--- src/rtl/fifo_ctrl_wrap_ptr.sv ---
// wrap_ptr: modulo-DEPTH pointer register for the circular FIFO controller.
// The pointer advances by one on inc and wraps from DEPTH-1 to 0. It uses
// exactly ADDR_WIDTH bits, so the wrap is the register's natural overflow.
//   clk      in   system clock, rising edge
//   reset_n  in   synchronous active-low reset (priority over clr)
//   clr      in   synchronous flush to 0
//   inc      in   advance pointer by one
//   ptr      out  current pointer value
module wrap_ptr #(
  parameter int unsigned ADDR_WIDTH = 2
) (
  input  logic                  clk,
  input  logic                  reset_n,
  input  logic                  clr,
  input  logic                  inc,
  output logic [ADDR_WIDTH-1:0] ptr
);

  logic [ADDR_WIDTH-1:0] ptr_q;
  logic [ADDR_WIDTH-1:0] ptr_d;

  always_comb begin
    ptr_d = ptr_q;
    if (clr) begin
      ptr_d = '0;
    end else if (inc) begin
      ptr_d = ptr_q + ADDR_WIDTH'(1);
    end
  end

  always_ff @(posedge clk) begin
    if (!reset_n) begin
      ptr_q <= '0;
    end else begin
      ptr_q <= ptr_d;
    end
  end

  assign ptr = ptr_q;

endmodule

--- src/rtl/fifo_ctrl.sv ---
// fifo_ctrl: pointer and status controller for a circular FIFO placed
// directly upstream of reg_file. Drives reg_file wr_en/wr_addr/rd_addr from
// push/pop requests and reports occupancy, thresholds and sticky errors.
//   clk          in   system clock, rising edge
//   reset_n      in   synchronous active-low reset (priority over clr)
//   clr          in   synchronous flush, same effect as reset
//   push, pop    in   producer write / consumer read requests
//   wr_en        out  reg_file write enable (accepted push)
//   wr_addr      out  write pointer
//   rd_addr      out  read pointer (head entry)
//   full, empty  out  count == DEPTH / count == 0
//   almost_full  out  count >= AF_LEVEL
//   almost_empty out  count <= AE_LEVEL
//   count        out  occupancy 0..DEPTH
//   overflow     out  sticky, set by a push while full
//   underflow    out  sticky, set by a pop while empty
module fifo_ctrl #(
  parameter int unsigned ADDR_WIDTH = 2,
  parameter int unsigned AF_LEVEL   = 2**ADDR_WIDTH - 1,
  parameter int unsigned AE_LEVEL   = 1
) (
  input  logic                  clk,
  input  logic                  reset_n,
  input  logic                  clr,
  input  logic                  push,
  input  logic                  pop,
  output logic                  wr_en,
  output logic [ADDR_WIDTH-1:0] wr_addr,
  output logic [ADDR_WIDTH-1:0] rd_addr,
  output logic                  full,
  output logic                  empty,
  output logic                  almost_full,
  output logic                  almost_empty,
  output logic [ADDR_WIDTH:0]   count,
  output logic                  overflow,
  output logic                  underflow
);

  localparam int unsigned DEPTH = 2**ADDR_WIDTH;
  localparam logic [ADDR_WIDTH:0] DEPTH_CNT = (ADDR_WIDTH+1)'(DEPTH);
  localparam logic [ADDR_WIDTH:0] AF_CNT    = (ADDR_WIDTH+1)'(AF_LEVEL);
  localparam logic [ADDR_WIDTH:0] AE_CNT    = (ADDR_WIDTH+1)'(AE_LEVEL);
  localparam logic [ADDR_WIDTH:0] CNT_ONE   = (ADDR_WIDTH+1)'(1);

  logic [ADDR_WIDTH:0] count_q, count_d;
  logic                overflow_q, overflow_d;
  logic                underflow_q, underflow_d;
  logic                push_ok, pop_ok;
  logic                active;

  // Status decodes from count only; pointer equality is ambiguous at full/empty.
  assign full         = (count_q == DEPTH_CNT);
  assign empty        = (count_q == '0);
  assign almost_full  = (count_q >= AF_CNT);
  assign almost_empty = (count_q <= AE_CNT);

  // Requests are ignored during reset/clr so neither pointer nor storage moves.
  assign active  = reset_n & ~clr;
  assign push_ok = push & ~full & active;
  assign pop_ok  = pop & ~empty & active;
  assign wr_en   = push_ok;

  always_comb begin
    count_d     = count_q;
    overflow_d  = overflow_q | (push & full);
    underflow_d = underflow_q | (pop & empty);
    if (push_ok && !pop_ok) begin
      count_d = count_q + CNT_ONE;
    end else if (pop_ok && !push_ok) begin
      count_d = count_q - CNT_ONE;
    end
    if (clr) begin
      count_d     = '0;
      overflow_d  = 1'b0;
      underflow_d = 1'b0;
    end
  end

  always_ff @(posedge clk) begin
    if (!reset_n) begin
      count_q     <= '0;
      overflow_q  <= 1'b0;
      underflow_q <= 1'b0;
    end else begin
      count_q     <= count_d;
      overflow_q  <= overflow_d;
      underflow_q <= underflow_d;
    end
  end

  wrap_ptr #(.ADDR_WIDTH(ADDR_WIDTH)) u_wr_ptr (
    .clk     (clk),
    .reset_n (reset_n),
    .clr     (clr),
    .inc     (push_ok),
    .ptr     (wr_addr)
  );

  wrap_ptr #(.ADDR_WIDTH(ADDR_WIDTH)) u_rd_ptr (
    .clk     (clk),
    .reset_n (reset_n),
    .clr     (clr),
    .inc     (pop_ok),
    .ptr     (rd_addr)
  );

  assign count     = count_q;
  assign overflow  = overflow_q;
  assign underflow = underflow_q;

endmodule

--- config.mk ---
export PLATFORM = sky130hd
export DESIGN_NAME = fifo_ctrl
export DESIGN_NICKNAME = d
export VERILOG_FILES = /design/src/rtl/fifo_ctrl_wrap_ptr.sv /design/src/rtl/fifo_ctrl.sv
export SDC_FILE = /design/constraint.sdc
export NUM_CORES = 1
export LEC_CHECK = 0
export CELL_PAD_IN_SITES_DETAIL_PLACEMENT = 2
export CELL_PAD_IN_SITES_GLOBAL_PLACEMENT = 2
export CORE_UTILIZATION = 23
export DETAILED_ROUTE_END_ITERATION = 8
export GPL_TIMING_DRIVEN = 0
export PLACE_DENSITY = 0.79
export SYNTH_ARGS = -nofsm -noshare
export SYNTH_HDL_FRONTEND = slang
export SYNTH_SLANG_ARGS = --single-unit
--- constraint.sdc ---
create_clock -name clk -period 2.6 [get_ports clk]
set_input_delay 0.65 -clock clk [delete_from_list [all_inputs] [get_ports clk]]
set_output_delay 0.65 -clock clk [all_outputs]
set_load 0.05 [all_outputs]
==> run metrics <==
post-route insts no fill 107; Final period util 95.53%; number of routed nets with antenna violations 0; antenna cells 0; DP Area 719.4 sq um; sw frac 31.88%; Root Buffer clkbuf_4; synthesized instance count 58; P&R area growth vs syn 50.51%; worst path required time 2800 ps; Finished Core Util 37.25%; clock skew 5.183 ps; status complete, no violations; GP Congestion 0.6786; total track usage 13.45%; Mapped Area 495.5 sq um; core area 2002 sq um; Fin. Hold Viols 0; most common cell after layout, fill and taps aside clkdlybuf4s50_1; CP Cell Sequence clkdlybuf4s50_1, inv_1, or3_2, ha_1, nor4b_1, nor2_1, a21oi_1; r2r setup slk 200 ps; port buffer count 18; max_cap viols 0; largest net degree at the start of global routing 11; Finished Cell Area 745.7 sq um; post-CTS setup buffers 0; combinational share of power 23.1%; Post-Syn Nets 69; top-level I/O count 19; DRT Pass-1 Iters 4; Setup-failing EPs final 0; unrepaired setup endpoints after global routing no; die width 48.42 microns; initial antenna violation count 0; Setup CP Type in -> reg; Slew Viols, Final 0; grt ovf 0; PwrDens 453.8 nW/um^2; crit start category input port; Sink Count 9; number of global-route vias before repair 469; register area share after synthesis 36.36%; DR vias 478; CTS clk-pin slew, worst paths 60 ps; Mean Syn Cell Area 8.543 sq um; CTS Buffer Depth 2; Final Power 0.3384 mW; Pint 0.2305 mW; global-route wire length before repair 2.263 mm; CP arrival 2680 ps; row cnt 16; die area 2344 sq um; htree depth 1; slowest cell delay on critical path 500 ps; fmax 0.4026 GHz; Switch Pwr 0.1079 mW; worst skew pair latency 270 ps; Least-Margin Pin Slew 510.3 ps; Unique masters post-synth 23; final WL 1.312 mm; starting density of the core 24.75%; nets 92; setup_tns 0 ps; Yosys warnings 0; Yosys top cell area share 36.36%; CP endpoint kind flip-flop; VDD IR max 0.2123 mV; Clock Power Share 33.8%; highest net fanout along the worst path 5; Seq pwr share 43.1%; Min-Delay Path Class reg -> reg; number of synthesized register bits 9; Iter 0 DRT Violations 4; WL/cell 12.26 microns; total CTS buffers 3; post-layout min period 2484 ps; die boundary height 48.42 microns; Crit-path slowest cell clkdlybuf4s50_1; dominant cell type by area after synthesis dfxtp_1; via/cell ratio 4.467; ranking of synthesized cells by area dfxtp_1, ha_1, a21oi_1, nor2_1, inv_1; placed insts 103; dpl hpwl 1.008 mm; static leakage 0.2903 nW; TritonCTS clock tree done; share of post-route cells with drive strength above 1 15.00%; most frequent cells in the layout clkdlybuf4s50_1, nor2_1, a21oi_1, dfxtp_1; relative slew slack 65.92%; # DRC 0
## power groups by stage
stage	clock [mW]	sequential (mW)	combinational, mW
2_1_floorplan	0	0.161	0.0399
3_3_place_gp	0	0.149	0.0783
3_5_place_dp	0	0.149	0.0797
4_1_cts	0.123	0.146	0.0794
5_1_grt	0.133	0.146	0.0833
6_report	0.114	0.146	0.0783
## cells by family after synthesis
family	after synthesis	synth area share [%]
AO/OA/AOI/OAI	13	14.65
XOR/XNOR	3	5.304
adder cells (fa/ha/maj)	6	15.15
buffers and inverters	7	5.302
flip-flops	9	36.36
multiplexers	1	2.020
AND/OR/NAND/NOR	19	21.22
## flip-flops by register name, indices dropped and copies added, names as in the netlist
| signal | flops |
|---|---|
| count | 3 |
| u_rd_ptr.ptr | 2 |
| u_wr_ptr.ptr | 2 |
| overflow | 1 |
| underflow | 1 |
## worst max-delay path: cells and delay by family
kind	cells	cell delay, ps
buffers and inverters	2	590
and+or+nand+nor	3	940
adders and majority gates	1	370
AOI/OAI and AO/OA	1	140
## through the flow
| stage | hold WS (ps) | worst slack, ps |
|---|---|---|
| after floorplan | 639.2 | 82.91 |
| after global placement | 445.3 | -665.0 |
| after detailed placement | 466.8 | -684.6 |
| after CTS | 484.3 | 3.730 |
| after global routing | 525.6 | 15.51 |
| final | 474.0 | 116.2 |
## cells in the mapped netlist
cell and number:
or3_2 1, a21o_1 1, inv_1 6, nor2b_1 1, and2_2 1, nand2b_1 1
xor2_1 1, xnor2_1 2, nand3_1 1, o31ai_1 1, nor2_1 9, o21ai_0 3
ha_1 6, nor3b_1 1, or3_1 1, nor4b_1 1, a21oi_1 7, mux2i_1 1
a21boi_0 1, dfxtp_1 9, clkbuf_1 1, nor2b_2 1, or4_1 1
## final timing paths
kind	endpoint	cells past startpoint	startpoint
max reg2reg	count[2]$_SDFFE_PP0P_	8	count[0]$_SDFFE_PP0P_
min reg2reg	underflow$_SDFF_PP0_	2	underflow$_SDFF_PP0_
min	underflow$_SDFF_PP0_	2	underflow$_SDFF_PP0_
max	count[2]$_SDFFE_PP0P_	7	pop
## per-layer routing
metal | GRT usage (%) | wire length [microns] | vias up | share of wire, %
li1 | - | - | 240 | -
met1 | 15.22 | 600 | 223 | 46
met2 | 20.66 | 639 | 12 | 49
met3 | 3.774 | 43 | 3 | 3.3
met4 | 11.76 | 29 | 0 | 2.2
met5 | 0 | 0 | - | 0
## timing repair
item,in CTS,in global routing
gates resized for setup,10,3
hold buffers,0,0
endpoints found under the hold margin,0,0
pin swaps,0,0
setup endpoints to repair,4,3
## layout make-up
type,count,area [sq um]
fillers,229,1256
multi-input cells,42,300.3
flip-flops and latches,9,182.7
repair buffers,18,175.2
well taps,27,33.78
clock buffers,4,26.28
inverters,6,22.52
plain buffers,1,5.005
No activity file was read; power rests on OpenSTA's default activity.
